===== src/rtl/uart_pkg.sv =====
// Shared types and helpers for the configurable UART transmitter.
package uart_pkg;

    typedef enum logic [1:0] {
        PAR_NONE = 2'd0,
        PAR_EVEN = 2'd1,
        PAR_ODD  = 2'd2
    } parity_e;

    typedef enum logic [2:0] {
        IDLE,
        START,
        DATA,
        PARITY,
        STOP,
        BREAK
    } tx_state_e;

    // Line bits per frame: start + payload + optional parity + stop bits.
    function automatic int frame_bits(input int data_bits, input int parity, input int stop_bits);
        return 1 + data_bits + ((parity != 0) ? 1 : 0) + stop_bits;
    endfunction

endpackage


===== src/rtl/uart_tx_cfg_if.sv =====
// Producer-side handshake, break request and line/status signals of the UART transmitter.
interface uart_tx_cfg_if #(
    parameter int DATA_BITS = 8
);
    logic [DATA_BITS-1:0] in_data;
    logic                 in_valid;
    logic                 in_ready;
    logic                 break_req;
    logic                 busy;
    logic                 out;

    modport master (output in_data, in_valid, break_req, input in_ready, busy, out);
    modport slave  (input in_data, in_valid, break_req, output in_ready, busy, out);
endinterface


===== src/rtl/uart_tx_cfg_fifo.sv =====
// First-word-fall-through FIFO; a word pushed at one edge is visible on the pop side from the next cycle.
module uart_tx_cfg_fifo #(
    parameter int WIDTH = 8,
    parameter int DEPTH = 4
) (
    input  logic             clk,
    input  logic             rst_n,
    input  logic [WIDTH-1:0] push_data_i,
    input  logic             push_valid_i,
    output logic             push_ready_o,
    output logic [WIDTH-1:0] pop_data_o,
    output logic             pop_valid_o,
    input  logic             pop_i
);
    localparam int PTR_W = $clog2(DEPTH);
    localparam logic [PTR_W:0] FULL = DEPTH[PTR_W:0];

    if ((DEPTH < 2) || ((DEPTH & (DEPTH - 1)) != 0)) begin : g_bad_depth
        $error("FIFO depth must be a power of two and at least 2");
    end

    logic [WIDTH-1:0] mem_q [DEPTH];
    logic [PTR_W-1:0] wr_ptr_q, wr_ptr_d, rd_ptr_q, rd_ptr_d;
    logic [PTR_W:0]   count_q, count_d;
    logic             push, pop;

    // A full FIFO refuses the push even when the same edge pops.
    assign push_ready_o = rst_n && (count_q != FULL);
    assign pop_valid_o  = (count_q != '0);
    assign push         = push_valid_i && push_ready_o;
    assign pop          = pop_i && pop_valid_o;
    assign pop_data_o   = mem_q[rd_ptr_q];

    // NOTE: every variable gets its default before any branch, so no latch can be inferred.
    always_comb begin
        wr_ptr_d = wr_ptr_q;
        rd_ptr_d = rd_ptr_q;
        count_d  = count_q;
        if (push) wr_ptr_d = wr_ptr_q + 1'b1;
        if (pop)  rd_ptr_d = rd_ptr_q + 1'b1;
        if (push && !pop)      count_d = count_q + 1'b1;
        else if (pop && !push) count_d = count_q - 1'b1;
    end

    // NOTE: storage is not reset; clearing the pointers and count is enough to empty the FIFO.
    always_ff @(posedge clk) begin
        if (push) mem_q[wr_ptr_q] <= push_data_i;
    end

    // NOTE: sequential state uses non-blocking assignments so all registers update together.
    always_ff @(posedge clk) begin
        if (!rst_n) begin
            wr_ptr_q <= '0;
            rd_ptr_q <= '0;
            count_q  <= '0;
        end else begin
            wr_ptr_q <= wr_ptr_d;
            rd_ptr_q <= rd_ptr_d;
            count_q  <= count_d;
        end
    end
endmodule


===== src/rtl/uart_tx_cfg.sv =====
// Configurable UART transmitter: elaboration-time frame format, input FIFO, back-to-back frames, line break.
module uart_tx_cfg
    import uart_pkg::*;
#(
    parameter int CLK_FREQ_HZ = 50_000_000,
    parameter int BAUD_RATE   = 115200,
    parameter int DATA_BITS   = 8,
    parameter int PARITY      = 0,
    parameter int STOP_BITS   = 1,
    parameter int FIFO_DEPTH  = 4
) (
    input logic          clk,
    input logic          rst_n,
    uart_tx_cfg_if.slave bus
);
    localparam int BIT_CYCLES   = CLK_FREQ_HZ / BAUD_RATE;
    localparam int CNT_W        = (BIT_CYCLES > 1) ? $clog2(BIT_CYCLES) : 1;
    localparam int IDX_W        = $clog2(DATA_BITS);
    localparam int FRAME_CYCLES = frame_bits(DATA_BITS, PARITY, STOP_BITS) * BIT_CYCLES;
    localparam int BRK_W        = $clog2(FRAME_CYCLES);

    localparam logic [CNT_W-1:0] CNT_LAST  = CNT_W'(BIT_CYCLES - 1);
    localparam logic [IDX_W-1:0] DATA_LAST = IDX_W'(DATA_BITS - 1);
    localparam logic [IDX_W-1:0] STOP_LAST = IDX_W'(STOP_BITS - 1);
    localparam logic [BRK_W-1:0] BRK_LAST  = BRK_W'(FRAME_CYCLES - 1);
    localparam parity_e          PAR_MODE  = parity_e'(PARITY[1:0]);

    if (BIT_CYCLES < 2) begin : g_bad_baud
        $error("CLK_FREQ_HZ/BAUD_RATE must be at least 2");
    end
    if ((DATA_BITS < 5) || (DATA_BITS > 9) || (STOP_BITS < 1) || (STOP_BITS > 2)
        || (PARITY < 0) || (PARITY > 2)) begin : g_bad_format
        $error("unsupported frame format");
    end

    tx_state_e            state_q, state_d;
    logic [CNT_W-1:0]     cnt_q, cnt_d;
    logic [IDX_W-1:0]     idx_q, idx_d;
    logic [BRK_W-1:0]     brk_q, brk_d;
    logic [DATA_BITS-1:0] shift_q, shift_d;
    logic                 par_q, par_d;
    logic                 out_q, out_d;
    logic [DATA_BITS-1:0] fifo_data;
    logic                 fifo_valid;
    logic                 load;
    logic                 bit_done;

    uart_tx_cfg_fifo #(
        .WIDTH(DATA_BITS),
        .DEPTH(FIFO_DEPTH)
    ) in_buffer (
        .clk         (clk),
        .rst_n       (rst_n),
        .push_data_i (bus.in_data),
        .push_valid_i(bus.in_valid),
        .push_ready_o(bus.in_ready),
        .pop_data_o  (fifo_data),
        .pop_valid_o (fifo_valid),
        .pop_i       (load)
    );

    assign bit_done = (cnt_q == CNT_LAST);
    assign bus.busy = (state_q != IDLE);
    assign bus.out  = out_q;

    // The line level is computed from the current state and registered, so the pin lags the state by one cycle.
    always_comb begin
        state_d = state_q;
        idx_d   = idx_q;
        brk_d   = brk_q;
        out_d   = 1'b1;
        load    = 1'b0;
        cnt_d   = (state_q == IDLE || state_q == BREAK || bit_done) ? '0 : cnt_q + 1'b1;
        unique case (state_q)
            IDLE: begin
                if (bus.break_req) begin
                    state_d = BREAK;
                    brk_d   = '0;
                end else if (fifo_valid) begin
                    load    = 1'b1;
                    state_d = START;
                end
            end
            START: begin
                out_d = 1'b0;
                if (bit_done) state_d = DATA;
            end
            DATA: begin
                out_d = shift_q[0];
                if (bit_done) begin
                    if (idx_q == DATA_LAST) begin
                        idx_d   = '0;
                        state_d = (PAR_MODE == PAR_NONE) ? STOP : uart_pkg::PARITY;
                    end else begin
                        idx_d = idx_q + 1'b1;
                    end
                end
            end
            uart_pkg::PARITY: begin
                out_d = par_q;
                if (bit_done) state_d = STOP;
            end
            STOP: begin
                // Last stop cycle is the only mid-stream point where break or the next word is considered.
                if (bit_done) begin
                    if (idx_q == STOP_LAST) begin
                        idx_d = '0;
                        if (bus.break_req) begin
                            state_d = BREAK;
                            brk_d   = '0;
                        end else if (fifo_valid) begin
                            load    = 1'b1;
                            state_d = START;
                        end else begin
                            state_d = IDLE;
                        end
                    end else begin
                        idx_d = idx_q + 1'b1;
                    end
                end
            end
            BREAK: begin
                out_d = 1'b0;
                if (brk_q != BRK_LAST) begin
                    brk_d = brk_q + 1'b1;
                end else if (!bus.break_req) begin
                    state_d = STOP;
                    idx_d   = '0;
                end
            end
            default: state_d = IDLE;
        endcase
    end

    always_comb begin
        shift_d = shift_q;
        par_d   = par_q;
        if (load) begin
            shift_d = fifo_data;
            par_d   = (PAR_MODE == PAR_ODD) ? ~^fifo_data : ^fifo_data;
        end else if (state_q == DATA && bit_done) begin
            shift_d = shift_q >> 1;
        end
    end

    always_ff @(posedge clk) begin
        if (!rst_n) begin
            state_q <= IDLE;
            cnt_q   <= '0;
            idx_q   <= '0;
            brk_q   <= '0;
            out_q   <= 1'b1;
        end else begin
            state_q <= state_d;
            cnt_q   <= cnt_d;
            idx_q   <= idx_d;
            brk_q   <= brk_d;
            out_q   <= out_d;
        end
    end

    always_ff @(posedge clk) begin
        shift_q <= shift_d;
        par_q   <= par_d;
    end
endmodule


===== src/flat_wrapper.sv =====
// flat-port wrapper written by rule: the top's interface ports become plain ports
module uart_tx_cfg_flat import uart_pkg::*;
#(
    parameter int CLK_FREQ_HZ = 50_000_000,
    parameter int BAUD_RATE   = 115200,
    parameter int DATA_BITS   = 8,
    parameter int PARITY      = 0,
    parameter int STOP_BITS   = 1,
    parameter int FIFO_DEPTH  = 4
)
  (clk, rst_n, bus_in_data, bus_in_valid, bus_break_req, bus_in_ready, bus_busy, bus_out);
  uart_tx_cfg_if #(.DATA_BITS(DATA_BITS)) bus_i ();
  input logic clk;
  input logic rst_n;
  input wire logic [$bits(bus_i.in_data)-1:0] bus_in_data;
  input wire logic [$bits(bus_i.in_valid)-1:0] bus_in_valid;
  input wire logic [$bits(bus_i.break_req)-1:0] bus_break_req;
  output wire logic [$bits(bus_i.in_ready)-1:0] bus_in_ready;
  output wire logic [$bits(bus_i.busy)-1:0] bus_busy;
  output wire logic [$bits(bus_i.out)-1:0] bus_out;
  assign bus_i.in_data = bus_in_data;
  assign bus_i.in_valid = bus_in_valid;
  assign bus_i.break_req = bus_break_req;
  assign bus_in_ready = bus_i.in_ready;
  assign bus_busy = bus_i.busy;
  assign bus_out = bus_i.out;
  uart_tx_cfg #(.CLK_FREQ_HZ(CLK_FREQ_HZ), .BAUD_RATE(BAUD_RATE), .DATA_BITS(DATA_BITS), .PARITY(PARITY), .STOP_BITS(STOP_BITS), .FIFO_DEPTH(FIFO_DEPTH)) u_core (.clk(clk), .rst_n(rst_n), .bus(bus_i));
endmodule

===== config.mk =====
export PLATFORM = sky130hd
export DESIGN_NAME = uart_tx_cfg_flat
export DESIGN_NICKNAME = d
export VERILOG_FILES = /design/src/rtl/uart_pkg.sv /design/src/rtl/uart_tx_cfg_if.sv /design/src/rtl/uart_tx_cfg_fifo.sv /design/src/rtl/uart_tx_cfg.sv /design/src/flat_wrapper.sv
export SDC_FILE = /design/constraint.sdc
export NUM_CORES = 1
export LEC_CHECK = 0
export BUFFER_PORTS_ARGS = -buffer_cell sky130_fd_sc_hd__buf_2
export CORE_MARGIN = 2
export CORE_UTILIZATION = 50
export CTS_CLUSTER_DIAMETER = 60
export DETAILED_ROUTE_END_ITERATION = 7
export HOLD_SLACK_MARGIN = 0.06
export PLACE_DENSITY_LB_ADDON = 0.2
export SLEW_MARGIN = 25
export SYNTH_ARGS = -nofsm -noshare
export SYNTH_HDL_FRONTEND = slang
export SYNTH_SLANG_ARGS = --single-unit

===== constraint.sdc =====
create_clock -name clk -period 2.9 [get_ports clk]
set_input_delay 0.29 -clock clk [delete_from_list [all_inputs] [get_ports clk]]
set_output_delay 0.29 -clock clk [all_outputs]
set_load 0.005 [all_outputs]

==> results.toml, run 1 <==
[grt]
grt-ovfl-total = 0
grt_pass1_vias = 2210
grt_max_degree = 31
grt_use_total_pct = 17.5
grt_first_pass_wirelength_um = 10500
antenna_found_initial = 0

[timing]
hold_viol_final = 0
min_period_ns = 2.66
setup_viol = 0
tightest_slew_ns = 0.517
fin_setup_tns_ns = 0
fmax_mhz = 376
max_slew_margin_pct = 65.5
slew_violations = 0
skew_ns = 0.0114
setup_ws_ns = 0.239
rsz0062_at_grt = "no"
fin_crit_sh_pct = 91.8

[critical_path]
critPathKind = "flop to flop"
worstRegToRegCells = 11
crit_fanout = 4
critical_path_arrival_ns = 2.94
endpoint_kind = "flop"
cpMostUsedCell = "ha_1"
cp.required_ns = 3.18
worstReg2RegEnd = "u_core.in_buffer.count_q[2]$_SDFFE_PN0P_"
r2r_slack_ns = 0.24
cpPeakStageDelay_ns = 0.46
startpoint_type = "flop"
reg2reg_from = "u_core.cnt_q[0]$_SDFF_PP0_"
cp-startpoint = "u_core.cnt_q[0]$_SDFF_PP0_"
crit_path_top_delay_cell = "nor4_2"
worstPathCellList = "ha_1 -> nand4b_1 -> o31a_1 -> nor4_2 -> inv_6 -> ha_1 -> inv_1 -> fa_1 -> xor2_1 -> or3_1 -> a21boi_0"

[detailed_routing]
antenna_left = 0
drtIter0Drc = 79
via_per_inst = 5.37
remaining_drc_errors = 0
routed_wl_um = 6310
via_count = 2356
routedWlPerCell_um = 14.4
drt_pre_antenna_iters = 4

[floorplan]
design.core.area_mm2 = 0.00714
die_w_um = 89.2
die_height_um = 89.2
initial_utilization_pct = 50.9
row_count = 31
dieArea_mm2 = 0.00796
io_pins = 15

[placed_design]
post-place-ws_ns = 0.238
gp_congestion = 0.764
dpl.hpwl_um = 4320
portBuffers = 14
dpl.cell_count = 423
placed_area_mm2 = 0.00382

[status]
status = "completed"

[clock_network]
clk_path_buf_depth = 2
cts_tree = "yes"
cts_hold_buf = 0
cts_num_sinks = 79
cts_setup_buffers = 0
cts-root-buf = "clkbuf_8"
insertion_delay_ns = 0.36
h-tree-depth = 3
clkTransAtPathRegs_ns = 0.09
cts_buffers = 9
ctsResizeCount = 0

[final_layout]
layout-drive-gt1-share_pct = 17.6
final_cells = 439
design_area_mm2 = 0.00402
nets = 359
insertedDiodeCount = 0
fillCellCount = 645
synthToLayoutAreaGrowth_pct = 10.6

[synth]
synth.distinct_cells = 53
yosys.area_share.adder_pct = 4.34
ys_top_cells_by_count = "edfxtp_1 (41), dfxtp_1 (38), nand2_1 (28)"
synth_seq_cells = 79
synth_compound_area_share_pct = 10.7
synth.most_common_cell = "edfxtp_1"
synth_simple_gate_area_share_pct = 15.0
syn_inst = 314
async_flop_share_pct = 0
synth.yosys.seq_area_share_pct = 54.8
syn_area_mm2 = 0.00363
syn_area_per_cell_um2 = 11.6
synthFlopType = "edfxtp_1"
synth_warnings = 0
synth_top_area_share_pct = 33.9
muxShareOfSynthArea_pct = 7.68
synth_edf_count = 41
synth_xor_area_share_pct = 4.30
yosys-top-cells-area = "edfxtp_1 (34%), dfxtp_1 (21%), mux4_2 (5.0%)"
syn_nets = 338
synth_top_family_by_area = "simple AND/OR/NAND/NOR gates"
synth_top_cell_by_area = "edfxtp_1"

[hold_path]
hold_path.class = "input pin to flop"
hold_path_startpoint = "bus_in_data[4]"
min_delay_path_depth = 1
hold_end = "u_core.in_buffer.mem_q[2][4]$_DFFE_PP_"

[flow_run]
max-cap-violations = 0

[power_and_ir_drop]
ir_drop_mv = 0.453
power_mw = 3.38
cellPowerDensity_mw_per_mm2 = 841
power.leakage_nw = 1.37
[placed cells by master, fill, tap and decap left out, drive strengths merged, types with 11 or more instances in the layout]
cell / synthesis / layout
dfxtp: 38 / 38
nand2: 28 / 28
edfxtp: 41 / 41
inv: 10 / 12
a31oi: 12 / 12
xnor2: 11 / 11
o21ai: 24 / 24
nor2: 22 / 22
buf: 7 / 23
ha: 11 / 11
[worst max-delay path, delay by kind of cell, from the launching register on]
kind	cells	cell delay, ns
compound gates	2	0.51
buf+inv	2	0.14
simple gates	3	0.91
xor+xnor	1	0.08
fa+ha+maj	3	0.56
flops	1	0.38
[cell type report]
cell class / instances / area [um^2] / area share [%]
Clock buffer: 10 / 128 / 3.17
Multi-Input combinational cell: 212 / 1530 / 38.0
Sequential cell: 79 / 1990 / 49.5
Clock inverter: 6 / 68.8 / 1.71
Timing Repair Buffer: 23 / 138 / 3.42
Tap cell: 99 / 124 / 3.08
Inverter: 10 / 42.5 / 1.06
[kinds of logic (layout without fill, tap and decap cells)]
kind of cell | count (synthesis) | after routing
XOR/XNOR | 17 | 17
flip-flops | 79 | 79
adder cells (fa/ha/maj) | 12 | 12
AND/OR/NAND/NOR | 106 | 106
AO/OA/AOI/OAI | 60 | 60
multiplexers | 17 | 17
buffers and inverters | 23 | 49
[stage by stage]
stage          utilization, %  hold slack [ns]
2_1_floorplan               -            0.389
3_3_place_gp             53.6            0.444
3_5_place_dp             53.6            0.454
4_1_cts                  56.3            0.138
5_1_grt                  56.3            0.141
6_report                 56.3            0.144
[worst max path at each step]
stage | endpoint | slack (ns) | cells after the start
floorplan | u_core.in_buffer.count_q[2]$_SDFFE_PN0P_ | 0.51 | 12
detailed placement | u_core.in_buffer.count_q[2]$_SDFFE_PN0P_ | 0.24 | 11
CTS | u_core.in_buffer.count_q[2]$_SDFFE_PN0P_ | 0.21 | 11
global placement | u_core.in_buffer.count_q[2]$_SDFFE_PN0P_ | 0.40 | 11
global route | u_core.in_buffer.count_q[2]$_SDFFE_PN0P_ | 0.05 | 11
finish | u_core.in_buffer.count_q[2]$_SDFFE_PN0P_ | 0.24 | 11
[report_power, final]
part,switching (mW),internal (mW),total [mW]
Sequential,0.113,1.36,1.48
Clock,0.416,0.405,0.821
Combinational,0.555,0.527,1.08
[sequential cells by signal, summed over array words and instances, names as in the netlist, named ones only]
name	cells
u_core.brk_q	13
u_core.bus.out	1
u_core.cnt_q	9
u_core.idx_q	3
u_core.in_buffer.count_q	3
u_core.in_buffer.mem_q	32
u_core.in_buffer.rd_ptr_q	2
u_core.in_buffer.wr_ptr_q	2
u_core.par_q	1
u_core.shift_q	8
u_core.state_q	3
[layer usage]
metal / up-vias / global-route usage, % / share of wire (%)
li1: 1188 / - / -
met1: 1131 / 25.0 / 50
met2: 27 / 25.5 / 45
met3: 10 / 3.79 / 2.9
met4: 0 / 8.14 / 2.2
met5: - / 0 / 0
Note: power is estimated with default switching activity, not from simulation.
==> inputs of run 2 (changes only) <==
ABC_AREA = 1   (was unset)
CORE_MARGIN = unset   (was 2)
==> run 2 against run 1 <==
Against the previous run: count of clock-buffer cells in the layout fell by 1; combinational power increased by 8%; synthesized area grew 12%; largest cell class unchanged; highest routed layer unchanged.
==> results.toml, run 2 <==
[status]
status = "completed"

[grt]
grt_max_degree = 22
grt_first_pass_wirelength_um = 13700
grt-ovfl-total = 0
grt_use_total_pct = 20.7
antenna_found_initial = 0
grt_pass1_vias = 3034

[hold_path]
hold_path.class = "input pin to flop"
hold_path_startpoint = "bus_in_data[3]"

[synth]
synth.distinct_cells = 33
synth_simple_gate_area_share_pct = 31.1
syn_nets = 549
synth.yosys.seq_area_share_pct = 48.9
syn_area_mm2 = 0.00407
syn_area_per_cell_um2 = 7.75
synthFlopType = "edfxtp_1"
synth_top_area_share_pct = 30.2
async_flop_share_pct = 0
synth_warnings = 0
synth_seq_cells = 79
muxShareOfSynthArea_pct = 0
synth_xor_area_share_pct = 1.29
synth.most_common_cell = "nand2_1"
yosys.area_share.adder_pct = 3.87
yosys-top-cells-area = "edfxtp_1 (30%), dfxtp_1 (19%), nand2_1 (15%)"
ys_top_cells_by_count = "nand2_1 (161), inv_1 (61), nor2_1 (60)"
synth_top_cell_by_area = "edfxtp_1"
syn_inst = 525
synth_top_family_by_area = "simple AND/OR/NAND/NOR gates"
synth_compound_area_share_pct = 6.79
synth_edf_count = 41

[power_and_ir_drop]
combinationalPowerShare_pct = 33.1
ir_drop_mv = 0.396
p_int_mw = 2.16
power.leakage_nw = 1.91
cellPowerDensity_mw_per_mm2 = 797
p_switching_mw = 1.37
seq_power_share_pct = 42.0
swShare_pct = 38.8
pwr-share-clk_pct = 24.9

[clock_network]
cts-root-buf = "clkbuf_8"
cts_tree = "yes"
cts_num_sinks = 79
cts_hold_buf = 0
insertion_delay_ns = 0.35
h-tree-depth = 3
cts_setup_buffers = 0
clk_path_buf_depth = 2
cts_buffers = 9
ctsResizeCount = 0
clkTransAtPathRegs_ns = 0.09

[detailed_routing]
routedWlPerCell_um = 12.3
via_per_inst = 5.02
drt_pre_antenna_iters = 4
drtIter0Drc = 205
antenna_left = 0
routed_wl_um = 8000
via_count = 3250
remaining_drc_errors = 0

[critical_path]
cp-startpoint = "u_core.cnt_q[1]$_SDFF_PP0_"
reg2reg_from = "u_core.cnt_q[1]$_SDFF_PP0_"
endpoint_kind = "flop"
critical_path_arrival_ns = 2.50
crit_path_top_delay_cell = "dfxtp_1"
critPathKind = "flop to flop"
crit_fanout = 6
worstPathCellList = "inv_1 -> ha_1 -> nand2_1 -> nor2_1 -> nand2_2 -> o21ai_0 -> nand2_1 -> ha_1 -> inv_1 -> fa_1 -> a21oi_1 -> o21ai_0 -> o21ai_0 -> a21oi_1"
cpMostUsedCell = "o21ai_0"
startpoint_type = "flop"
cp.required_ns = 3.14
cpPeakStageDelay_ns = 0.39

[final_layout]
fillCellCount = 737
multi_input_comb_area_mm2 = 0.00175
ff_latch_area_mm2 = 0.00199
mostFrequentLayoutCells = "nand2_1 (161), inv_1 (61), nor2_1 (60)"
layout-drive-gt1-share_pct = 8.61
synthToLayoutAreaGrowth_pct = 8.79
top_regs = "u_core.in_buffer.mem_q (32), u_core.brk_q (13), u_core.cnt_q (9)"
insertedDiodeCount = 0
final_common_cell = "nand2_1"
largest_register_ffs = 32
design_area_mm2 = 0.00443
largest_register = "u_core.in_buffer.mem_q"
nets = 565

[floorplan]
design.core.area_mm2 = 0.00781
io_pins = 15
initial_utilization_pct = 52.1
die_w_um = 92.2
row_count = 32
die_height_um = 92.2
dieArea_mm2 = 0.00851

[timing]
min_period_ns = 2.25
hold_viol_final = 0
fmax_mhz = 444
max_slew_margin_pct = 28.9
slew_violations = 0
fin_crit_sh_pct = 77.7
skew_ns = 0.0108
fin_setup_tns_ns = 0
setup_viol = 0
hold_slack_ns = 0.146
tightest_slew_ns = 1.05
setup_ws_ns = 0.646
rsz0062_at_grt = "no"

[placed_design]
placed_area_mm2 = 0.00422
dpl.hpwl_um = 5680
portBuffers = 14
gp_congestion = 0.893
post-place-ws_ns = 0.684

[flow_run]
max-cap-violations = 0
-- run 2: cell count changes after synthesis, sizes merged, moves of 12 or more --
cell	delta
a21oi	+20
a31oi	-12
inv	+54
nand2	+138
nand3	+44
nor2	+40
-- run 2: final timing paths --
kind / endpoint / slack [ns] / depth (start not counted)
worst max-delay path: u_core.in_buffer.count_q[2]$_SDFFE_PN0P_ / 0.65 / 14
worst max register to register: u_core.in_buffer.count_q[2]$_SDFFE_PN0P_ / 0.65 / 14
worst min-delay path: u_core.in_buffer.mem_q[0][3]$_DFFE_PP_ / 0.15 / 1
worst min register to register: u_core.cnt_q[0]$_SDFF_PP0_ / 0.49 / 1
-- run 2: kinds of logic (layout without fill, tap and decap cells) --
| family | Yosys count | count (layout) |
|---|---|---|
| xor+xnor | 6 | 6 |
| buf+inv | 78 | 99 |
| simple gates | 298 | 298 |
| compound gates | 52 | 52 |
| fa+ha+maj | 12 | 12 |
| flops | 79 | 79 |
-- run 2: critical path: cells and delay by family, from the launching register on --
| family | cells | cell delay, ns |
|---|---|---|
| flops | 1 | 0.39 |
| compound gates | 5 | 0.55 |
| buf+inv | 2 | 0.13 |
| fa+ha+maj | 3 | 0.70 |
| simple gates | 4 | 0.37 |
-- run 2: stage by stage --
| stage | power [mW] | utilization (%) | std cells |
|---|---|---|---|
| finish | 3.53 | 56.7 | 648 |
| CTS | 3.54 | 56.7 | 648 |
| floorplan | 2.41 | - | 525 |
| detailed placement | 2.67 | 54.0 | 632 |
| global route | 3.80 | 56.7 | 648 |
| global placement | 2.64 | 54.0 | 632 |
-- run 2: layout make-up --
| type | instances | area share (%) |
|---|---|---|
| flip-flops and latches | 79 | 45.0 |
| multi-input cells | 368 | 39.6 |
| inverters | 65 | 5.51 |
| well taps | 102 | 2.88 |
| clock buffers | 9 | 2.80 |
| repair buffers | 18 | 2.26 |
| clock inverters | 7 | 1.98 |
-- run 2: power by group through the flow --
stage	combinational (mW)	clock [mW]	sequential [mW]
2_1_floorplan	0.945	0	1.46
3_3_place_gp	1.14	0	1.50
3_5_place_dp	1.16	0	1.51
4_1_cts	1.17	0.893	1.48
5_1_grt	1.36	0.937	1.50
6_report	1.17	0.878	1.48
-- run 2: routing by layer --
| layer | share of wire, % | vias to the layer above | wire length, um | track usage, % |
|---|---|---|---|---|
| met4 | 2.2 | 0 | 177 | 9.11 |
| met2 | 45 | 55 | 3610 | 33.0 |
| met3 | 4.0 | 18 | 319 | 3.07 |
| met5 | 0 | - | 0 | 0 |
| met1 | 49 | 1453 | 3890 | 28.0 |
| li1 | - | 1724 | - | - |
